==> config.mk <==
export PLATFORM = sky130hd
export DESIGN_NAME = pipe_arb
export DESIGN_NICKNAME = d
export VERILOG_FILES = /design/src/rtl/pipe_arb.sv
export SDC_FILE = /design/constraint.sdc
export NUM_CORES = 1
export LEC_CHECK = 0
export ABC_CLOCK_PERIOD_IN_PS = 4100
export CAP_MARGIN = 20
export CORE_MARGIN = 2
export CORE_UTILIZATION = 50
export CTS_CLUSTER_DIAMETER = 120
export CTS_CLUSTER_SIZE = 10
export DETAILED_ROUTE_END_ITERATION = 10
export HOLD_SLACK_MARGIN = 0.1
export PLACE_DENSITY = 0.76
export SETUP_SLACK_MARGIN = 0.5
export SLEW_MARGIN = 20
export SYNTH_ARGS = -nofsm -noshare
export SYNTH_HDL_FRONTEND = slang
export SYNTH_SLANG_ARGS = --single-unit
==> constraint.sdc <==
create_clock -name clk -period 4.1 [get_ports clk]
set_clock_uncertainty 0.05 [all_clocks]
set_input_delay 0.82 -clock clk [delete_from_list [all_inputs] [get_ports clk]]
set_output_delay 0.82 -clock clk [all_outputs]
set_load 0.02 [all_outputs]
==> src/rtl/pipe_arb.sv <==
// Round-robin arbiter feeding a 4-phase micropipeline input stage.
// Acknowledge is synchronized; each handshake phase is guarded by a timeout.
module pipe_arb #(
  parameter int N_REQ = 3,
  parameter int W     = 3,
  parameter int TMO   = 255,
  localparam int GW   = (N_REQ > 1) ? $clog2(N_REQ) : 1
) (
  input  logic               clk,
  input  logic               rst,
  input  logic [N_REQ-1:0]   src_valid,
  input  logic [N_REQ*W-1:0] src_data,
  output logic [N_REQ-1:0]   src_done,
  output logic               pipe_req,
  output logic [W-1:0]       pipe_data,
  input  logic               pipe_ack,
  output logic               busy,
  output logic [GW-1:0]      grant_id,
  output logic               err
);

  typedef enum logic [2:0] {
    IDLE, REQ_HI, REQ_LO, DONE, ERR
  } state_t;

  state_t        state, state_nx;
  logic [1:0]    sync;
  logic          ack_s;
  logic [15:0]   cnt;
  logic          tmo_hit;
  logic [GW-1:0] last;
  logic [GW-1:0] win;
  logic          hit;
  logic [GW:0]   sum;
  logic [W-1:0]  words [N_REQ];

  assign ack_s   = sync[1];
  assign tmo_hit = (cnt == 16'(TMO - 1));

  always_comb begin
    for (int i = 0; i < N_REQ; i++) begin
      words[i] = src_data[i*W +: W];
    end
  end

  // search from last+1 upward, wrapping; sum < 2*N_REQ so one fold suffices
  always_comb begin
    win = '0;
    hit = 1'b0;
    sum = '0;
    for (int k = 1; k <= N_REQ; k++) begin
      sum = {1'b0, last} + (GW+1)'(k);
      if (sum >= (GW+1)'(N_REQ)) begin
        sum = sum - (GW+1)'(N_REQ);
      end
      if (!hit && src_valid[sum[GW-1:0]]) begin
        hit = 1'b1;
        win = sum[GW-1:0];
      end
    end
  end

  always_comb begin
    state_nx = state;
    unique case (state)
      IDLE:   if (hit) state_nx = REQ_HI;
      REQ_HI: begin
        if (ack_s)        state_nx = REQ_LO;
        else if (tmo_hit) state_nx = ERR;
      end
      REQ_LO: begin
        if (!ack_s)       state_nx = DONE;
        else if (tmo_hit) state_nx = ERR;
      end
      DONE:   state_nx = IDLE;
      ERR:    state_nx = ERR;
      default: state_nx = IDLE;
    endcase
  end

  always_ff @(posedge clk) begin
    if (rst) begin
      state     <= IDLE;
      sync      <= '0;
      cnt       <= '0;
      last      <= GW'(N_REQ - 1);
      grant_id  <= '0;
      pipe_data <= '0;
    end else begin
      state <= state_nx;
      sync  <= {sync[0], pipe_ack};
      if (state_nx != state) cnt <= '0;
      else                   cnt <= cnt + 16'd1;
      if (state == IDLE && hit) begin
        grant_id  <= win;
        pipe_data <= words[win];
      end
      if (state == DONE) last <= grant_id;
    end
  end

  assign pipe_req = (state == REQ_HI);
  assign busy     = (state != IDLE);
  assign err      = (state == ERR);

  always_comb begin
    src_done = '0;
    if (state == DONE) src_done[grant_id] = 1'b1;
  end

endmodule

==> results.json <==
{
  "status": "finished clean",
  "cts_buffer_depth": 2,
  "dp_hpwl_um": 2400,
  "setup_viol": 0,
  "syn_inst": 179,
  "die_h_um": 59.6,
  "cpMaxStageDelayCell": "clkdlybuf4s50_1",
  "grt_max_degree": 18,
  "synth_area_mm2": 0.00154,
  "cp_max_fo": 11,
  "cts_tree": "yes",
  "crit_arrival_ps": 2000,
  "crit_type": "flop to primary output",
  "synth-seq-cells": 28,
  "die_w_um": 59.6,
  "fin_crit_sh_pct": 70.0,
  "cp-end-kind": "primary output",
  "place_worst_setup_slack_ps": 1310,
  "rsz0062_at_grt": "false",
  "final_nets": 223,
  "setup_slack_ps": 1230,
  "grt-ovfl-total": 0,
  "grtUsageTotal_pct": 19.5,
  "drv_slew": 0,
  "root_buffer": "clkbuf_4",
  "drv_cap": 0,
  "finalSetupTns_ps": 0,
  "crit_chain": "nand3_1, nor3b_1, clkdlybuf4s50_1",
  "antenna_found_initial": 0,
  "wl_per_cell_um": 13.6,
  "synth_edf_count": 0,
  "hold_class": "flop to flop",
  "first_pass_iters": 4,
  "synth.distinct_cells": 48,
  "vdd_drop_max_mv": 0.275,
  "worstPathRequired_ps": 3230,
  "placeableCoreArea_mm2": 0.00300,
  "gp_congestion": 0.734,
  "cts_buffers": 3,
  "grt_pass1_wl_um": 5300,
  "htreeDepth": 1,
  "cts_sinks": 28,
  "vias": 1308,
  "cts_setup_buffers": 0,
  "postPlaceCellArea_mm2": 0.00180,
  "rows": 20,
  "cp-start-kind": "flop",
  "final_area_mm2": 0.00185,
  "drtIter0Drc": 46,
  "power_density_mw_per_mm2": 306,
  "routed_via_density": 5.57,
  "cts_resized": 0,
  "mostFrequentLayoutCells": "dfxtp_1, nor2_1, clkdlybuf4s50_1, inv_1, nand2_1",
  "layout-drive-gt1-share_pct": 7.92,
  "io_pins": 26,
  "synth-seq-area-share_pct": 36.3,
  "port_buffers": 25,
  "ant_nets": 0,
  "tightestPinTransition_ps": 690,
  "finalHoldViolCount": 0,
  "antenna_cells": 0,
  "final_util_pct": 61.6,
  "clkSlewWorstSetupHoldPaths_ps": 140,
  "drcViolationCount": 0,
  "synth_ff_type": "dfxtp_1",
  "syn_nets": 199,
  "wl_um": 3210,
  "final.min_clock_period_ps": 2870,
  "async_flop_share_pct": 0,
  "avgSynthCellArea_um2": 8.63,
  "die-area_mm2": 0.00355,
  "max_slew_margin_pct": 54.0,
  "synth_warnings": 0,
  "cts_hold_buffers": 0,
  "cpPeakStageDelay_ps": 630,
  "start_util_pct": 51.4,
  "clock_latency_ps": 330,
  "grt_pass1_vias": 1219,
  "finalPower_uw": 566,
  "layout_commonest_cell": "dfxtp_1",
  "leakage_uw": 0.000740,
  "timing.fmax_mhz": 348,
  "area_growth_pct": 19.9
}
-- Yosys cell counts (all sizes together) (4+ instances only) --
cell,count,area (µm²)
a21oi,4,23.8
nand3,6,30.0
ha,5,62.6
dfxtp,28,561
nor3,9,50.1
nor2,27,104
nand2,10,37.5
and3,6,38.8
inv,10,37.5
xor2,8,70.1
o31ai,6,63.8
xnor2,6,52.6
nor3b,5,37.5
nor2b,6,37.5
mux2i,4,40.0
-- metal layers --
| layer | vias to the layer above | routed length, µm | GRT usage, % |
|---|---|---|---|
| met1 | 604 | 1490 | 24.2 |
| met5 | - | 0 | 0 |
| met4 | 0 | 34 | 7.62 |
| met3 | 4 | 128 | 3.28 |
| li1 | 671 | - | - |
| met2 | 29 | 1560 | 33.6 |
-- registers in the layout, indices dropped and copies added, names as in the netlist --
| name | flops |
|---|---|
| grant_id | 2 |
| cnt | 16 |
| sync | 2 |
| last | 2 |
| pipe_data | 3 |
| state | 3 |
-- final timing paths --
path | startpoint | endpoint | slack (ps) | cells after the start
worst min-delay path | sync[0]$_SDFF_PP0_ | sync[1]$_SDFF_PP0_ | 410 | 1
worst max-delay path | state[1]$_SDFF_PP0_ | src_done[2] | 1230 | 3
worst max register to register | last[0]$_SDFFE_PP0P_ | cnt[6]$_SDFF_PP0_ | 1750 | 7
worst min register to register | sync[0]$_SDFF_PP0_ | sync[1]$_SDFF_PP0_ | 410 | 1
-- power by group --
| group | switching (µW) | leakage, µW | total, µW | internal, µW |
|---|---|---|---|---|
| clock network | 82.3 | 0.0000279 | 181 | 98.9 |
| registers | 9.14 | 0.000227 | 290 | 281 |
| logic | 47.0 | 0.000484 | 94.1 | 47.1 |
| total | 138 | 0.000740 | 566 | 427 |
-- stage by stage --
stage | hold slack, ps | std cells
2_1_floorplan | 364 | 179
3_3_place_gp | 369 | 231
3_5_place_dp | 383 | 231
4_1_cts | 413 | 235
5_1_grt | 434 | 235
6_report | 411 | 235
-- critical path: cells and delay by family, from the launching register on --
| family | cells | cell delay, ps |
|---|---|---|
| buffers and inverters | 1 | 630 |
| flip-flops | 1 | 540 |
| AND/OR/NAND/NOR | 2 | 510 |
-- layout make-up --
| cell class | instances | area, µm² |
|---|---|---|
| multi-input cells | 135 | 908 |
| clock buffers | 3 | 22.5 |
| flip-flops and latches | 28 | 561 |
| repair buffers | 25 | 250 |
| fillers | 261 | 1150 |
| well taps | 33 | 41.3 |
| inverters | 10 | 37.5 |
| clock inverters | 1 | 30.0 |
-- logic make-up after synthesis --
group / share of synthesized area [%]
xor+xnor: 7.94
simple gates: 30.8
flops: 36.3
fa+ha+maj: 4.78
mux: 2.59
compound gates: 12.7
buf+inv: 4.86
Power figures use the tool's default switching activity.
